<file path="src/rtl/instr_fetch_unit.sv">
// instr_fetch_unit: PC owner and instruction-fetch initiator with return-address stack
//   clk, rst_n          clock, asynchronous active-low reset
//   start, start_pc     one-cycle pulse loading the first PC and clearing stack/flags
//   fetch_req, next_sel request next fetch; next-PC source (seq/branch/jump/pop)
//   target, push_ret    branch/jump address; push PC+1 on a jump (call)
//   imem_addr/imem_data word address out, instruction word in
//   ir, ir_valid, pc    latched instruction, handshake valid, its address
//   halted, stack_ovf, stack_unf   stop-bit halt and sticky stack error flags
module instr_fetch_unit #(
    parameter int FETCH_WAIT  = 0,
    parameter int STACK_DEPTH = 4
) (
    input  logic        clk,
    input  logic        rst_n,
    input  logic        start,
    input  logic [31:0] start_pc,
    input  logic        fetch_req,
    input  logic [1:0]  next_sel,
    input  logic [31:0] target,
    input  logic        push_ret,
    output logic [31:0] imem_addr,
    input  logic [31:0] imem_data,
    output logic [31:0] ir,
    output logic        ir_valid,
    output logic [31:0] pc,
    output logic        halted,
    output logic        stack_ovf,
    output logic        stack_unf
);
    localparam int AW = $clog2(STACK_DEPTH);
    localparam int SW = AW + 1;
    typedef enum logic [1:0] {IDLE, FETCH, HOLD, HALTED} state_t;
    state_t state, state_nx;
    logic [31:0] cnt;
    logic [SW-1:0] sp;
    logic [SW-1:0] sp_dec;
    logic [31:0] stack [STACK_DEPTH];
    logic [31:0] pc_inc;
    logic [31:0] pc_nx;
    logic take;
    logic push;
    logic full;
    logic fetch_done;
    assign imem_addr  = pc;
    assign pc_inc     = pc + 32'd1;
    assign sp_dec     = sp - SW'(1);
    assign full       = sp == SW'(STACK_DEPTH);
    assign fetch_done = cnt == 32'(FETCH_WAIT);
    // take: the control unit accepted a non-stop instruction, so the PC advances
    assign take = state == HOLD && fetch_req && !ir[0];
    assign push = take && next_sel == 2'b10 && push_ret;
    always_ff @(posedge clk or negedge rst_n) begin
        if (!rst_n) state <= IDLE;
        else state <= state_nx;
    end
    always_comb begin
        state_nx = start ? FETCH :
                   state == FETCH ? (fetch_done ? HOLD : FETCH) :
                   (state == HOLD && fetch_req) ? (ir[0] ? HALTED : FETCH) : state;
    end
    always_comb begin
        ir_valid = state == HOLD;
        halted   = state == HALTED;
    end
    // popping an empty stack falls back to the sequential address
    always_comb begin
        pc_nx = next_sel == 2'b00 ? pc_inc :
                next_sel != 2'b11 ? target :
                sp == '0 ? pc_inc : stack[sp_dec[AW-1:0]];
    end
    always_ff @(posedge clk or negedge rst_n) begin
        if (!rst_n) begin
            pc        <= '0;
            ir        <= '0;
            cnt       <= '0;
            sp        <= '0;
            stack_ovf <= 1'b0;
            stack_unf <= 1'b0;
        end else if (start) begin
            pc        <= start_pc;
            cnt       <= '0;
            sp        <= '0;
            stack_ovf <= 1'b0;
            stack_unf <= 1'b0;
        end else begin
            if (state == FETCH) begin
                cnt <= cnt + 32'd1;
                if (fetch_done) ir <= imem_data;
            end
            if (take) begin
                pc  <= pc_nx;
                cnt <= '0;
                if (next_sel == 2'b11) begin
                    if (sp == '0) stack_unf <= 1'b1;
                    else sp <= sp_dec;
                end
                if (push) begin
                    if (full) stack_ovf <= 1'b1;
                    else sp <= sp + SW'(1);
                end
            end
        end
    end
    // stack storage has no reset; sp defines which entries are meaningful
    always_ff @(posedge clk) begin
        if (rst_n && !start && push && !full) stack[sp[AW-1:0]] <= pc_inc;
    end
endmodule

</file>
<file path="config.mk">
export PLATFORM = sky130hd
export DESIGN_NAME = instr_fetch_unit
export DESIGN_NICKNAME = d
export VERILOG_FILES = /design/src/rtl/instr_fetch_unit.sv
export SDC_FILE = /design/constraint.sdc
export NUM_CORES = 1
export LEC_CHECK = 0
export CORE_UTILIZATION = 48
export DETAILED_ROUTE_END_ITERATION = 16
export PLACE_DENSITY = 0.77
export SLEW_MARGIN = 20
export SYNTH_ARGS = -nofsm -noshare
export SYNTH_HDL_FRONTEND = slang
export SYNTH_SLANG_ARGS = --single-unit
</file>
<file path="constraint.sdc">
create_clock -name clk -period 2.9 [get_ports clk]
set_input_delay 0.58 -clock clk [delete_from_list [all_inputs] [get_ports clk]]
set_output_delay 0.58 -clock clk [all_outputs]
set_load 0.01 [all_outputs]
</file>
==> results by stage <==
Status:
- The run finished with clean final reports.

Yosys:
- The count of different cell masters after synthesis is 70.
- The synthesized flop and latch total is 231.
- The multiplexer share of the synthesized area is 9.84%.
- The most used flip-flop cell after synthesis is edfxtp_1.
- The number of synthesized flops with an enable pin is 128.
- The count of yosys warnings during synthesis is 0.
- A synthesized cell averages 12.6 um^2.
- The share of async-settable or async-resettable flops after synthesis is 44.6%.
- In the synthesized netlist, the number of instances is 891.
- The sequential share of the synthesized area is 57.3%.
- Counting every net in the synthesized netlist gives 1002.
- The synthesized netlist devotes 9.85% of its cell area to compound gates.
- After synthesis the cells add up to 11200 um^2.
- The post-synthesis share of cell area spent on full adders, half adders and majority gates is 0.893%.
- The xor and xnor fraction of the mapped netlist area is 4.06%.
- The combinational family with the most area after synthesis is simple AND/OR/NAND/NOR gates.
- The area share of and/or/nand/nor cells after synthesis is 13.2%.

CTS:
- The number of setup buffers added after CTS is 0.
- The number of cells upsized or downsized after cts is 0.
- The count of hold buffers inserted by post-cts repair is 0.
- For the worst-skew pair, the clock arrives at the later sink with an insertion delay of 0.52 ns.
- The TritonCTS clock tree is done.
- The level count of the clock H-tree is 1.
- In this run, CTS created clock tree buffers numbering 25.
- CTS placed an instance of clkbuf_16 at the clock tree root.
- The largest buffer count on any clock path is 3.
- After clock tree synthesis, the clock-pin slew on the worst setup and hold paths is 0.06 ns.
- The count of clock tree sinks is 231.

Die:
- The placeable core area is 22800 um^2.
- The area of the die is 24000 um^2.
- The I/O pin total is 203.
- The vertical die dimension is 155 um.
- The initial utilization of the core area, before any placement, comes to 49.2%.
- The placement row count is 55.
- In this run the horizontal extent of the chip is 155 um.

STA:
- The final critical path time including I/O delays and setup is 2.46 ns.
- Setup violations remaining at the end of the flow were counted as 0.
- In the post-route analysis, the smallest setup slack over all paths is 0.442 ns.
- At the pin with the least slew margin, the transition time is 0.746 ns.
- The final count of pins violating max slew is 0.
- The achievable frequency is 0.407 GHz.
- Setup repair after global routing left no endpoint under its margin.
- Across the routed clock network, the largest skew measured is 0.0240 ns.
- Headroom to the max-slew limit came out at 50.2%.
- The number of hold violations in the final report is 0.
- The setup TNS is 0 ns.
- Dividing the final minimum period by the clock period gives 84.8%.

Layout:
- The most common cell after layout, fill and taps aside is clkdlybuf4s50_1.
- The total number of nets in the final design is 1198.
- The core occupancy in the finished layout is 63.9%.
- The count of filler cells inserted in the layout is 1713.
- The area growth from synthesis to layout is 29.8%.
- Leaving out fill and tap cells, the most frequent cells in the layout are 200 x clkdlybuf4s50_1, 128 x edfxtp_1, 102 x dfrtp_1, 60 x nor2_1, 46 x nand2_1.
- Of the cells placed in the final design, the portion with a size suffix greater than 1 is 16.0%.
- The antenna diode instance count is 0.

GRT:
- The overall fraction of global-route tracks in use is 26.3%.
- The number of antenna violations at the first check in global routing is 0.
- The via count of the first global-routing pass is 8425.
- The first global-routing pass estimated 48.3 mm of wire.
- The total global routing overflow is 0.
- The largest net degree at the start of global routing is 54.

Route:
- For this block, the routed nets add up to 31.3 mm of wire.
- The routed wire length per instance is 22.1 um.
- The number of nets with antenna violations after routing is 0.
- The number of remaining DRC errors is 0.
- The total number of vias is 8503.
- In this run, the number of DRC markers left after iteration 0 of detailed routing was 864.
- The average via count per standard cell is 6.00.
- The first detailed-routing pass took 6 iterations.

Job:
- The count of maximum capacitance violations is 0.

Power and ir drop:
- Overall power consumption after layout is estimated at 0.00953 W.
- The leakage power figure is 5.27 nW.
- VDD sags by at most 0.637 mV.
- For this design the ratio of total power to cell area is 655 nW/um^2.

Placement:
- The congestion estimate from routability-driven global placement came to 0.888.
- The count of input and output buffers is 202.
- Before CTS, the worst setup slack after placement is 0.119 ns.
- The HPWL after detailed placement is 21.7 mm.

Hold path:
- The tightest min-delay check is of the in -> async type.

Worst setup path:
- The endpoint class of the critical path is a flip-flop.
- The nature of the critical path startpoint is a flip-flop.
- Data on the critical path is required at its endpoint by 3.28 ns.
- Data on the critical path arrives at its endpoint at 2.84 ns.
- The kind of critical path is reg -> reg.
- Of all nets on the critical path, the largest fanout is 25.
[through the flow]
step	instance area, um^2	hold WS, ns	cells
2_1_floorplan	11200	0.284	891
3_3_place_gp	13700	0.487	1373
3_5_place_dp	13700	0.494	1373
4_1_cts	14500	0.261	1418
5_1_grt	14500	0.291	1418
6_report	14500	0.235	1418
[cell usage after synthesis, types with 9 or more instances]
library cell	instances	area, um^2
a21oi_1	36	180
xnor2_1	34	298
nand3_1	35	175
o21ai_0	37	185
buf_2	20	100
clkbuf_1	19	71.3
nor2_1	60	225
mux4_2	32	721
dfrtp_1	103	2580
inv_1	20	75.1
buf_4	34	255
xor2_1	18	158
nand4_1	24	150
nor4_1	15	93.8
a221o_1	19	190
nor3_1	18	90.1
and2_1	9	56.3
edfxtp_1	128	3840
or3_1	9	56.3
and4_1	10	87.6
o22ai_1	11	68.8
nand2_1	46	173
mux2_2	33	372
[sequential cells by signal (all words and copies together) (netlist names)]
register / flops
state: 2
stack: 128
imem_addr: 32
stack_unf: 1
stack_ovf: 1
sp: 3
ir: 32
cnt: 32
[where the power goes]
group          switching (W)  internal (W)  total (W)
sequential          0.000274       0.00382    0.00409
clock                0.00127       0.00207    0.00334
combinational       0.000908       0.00119    0.00210
[path summary, 6_finish.rpt]
kind	start	endpoint	slack (ns)	cells after the start
max	sp[1]$_DFFE_PN0P_	imem_addr[4]$_DFFE_PN0P_	0.44	7
min	rst_n	cnt[3]$_DFFE_PN0P_	0.24	2
max reg2reg	sp[1]$_DFFE_PN0P_	imem_addr[4]$_DFFE_PN0P_	0.44	7
min reg2reg	ir[29]$_DFFE_PN0P_	ir[29]$_DFFE_PN0P_	0.50	1
max in group asynchronous	rst_n	sp[0]$_DFFE_PN0P_	2.16	2
min in group clk	start	cnt[1]$_DFFE_PN0P_	0.38	2
[final cells by class]
| type | count | area [um^2] | area share, % |
|---|---|---|---|
| tap | 313 | 392 | 2.69 |
| clock inverter | 12 | 164 | 1.13 |
| inverter | 21 | 78.8 | 0.542 |
| clock buffer | 33 | 707 | 4.86 |
| multi-input combinational | 557 | 4260 | 29.3 |
| sequential | 231 | 6420 | 44.1 |
| timing repair buffer | 251 | 2520 | 17.3 |
[layer usage]
layer,vias to the layer above,wire [um],GRT usage [%]
met5,-,0,0
met4,0,944,8.72
met3,76,3040,4.60
met2,503,15500,44.8
met1,4157,11800,34.3
li1,3767,-,-
[critical path, cell delays in order (launching register included)]
cell and delay, ns:
dfrtp_1 0.40, inv_1 0.10, ha_1 0.36, buf_4 0.41, mux4_2 0.37, a222oi_1 0.34
a2bb2oi_1 0.25, o21ai_0 0.10
[cells by family (layout without fill, tap and decap cells)]
kind of cell | Yosys count | in the layout
AO/OA/AOI/OAI | 162 | 162
XOR/XNOR | 52 | 52
adder cells (fa/ha/maj) | 8 | 8
buffers and inverters | 103 | 317
flip-flops | 231 | 231
multiplexers | 66 | 66
AND/OR/NAND/NOR | 269 | 269
Power figures use the tool's default switching activity.
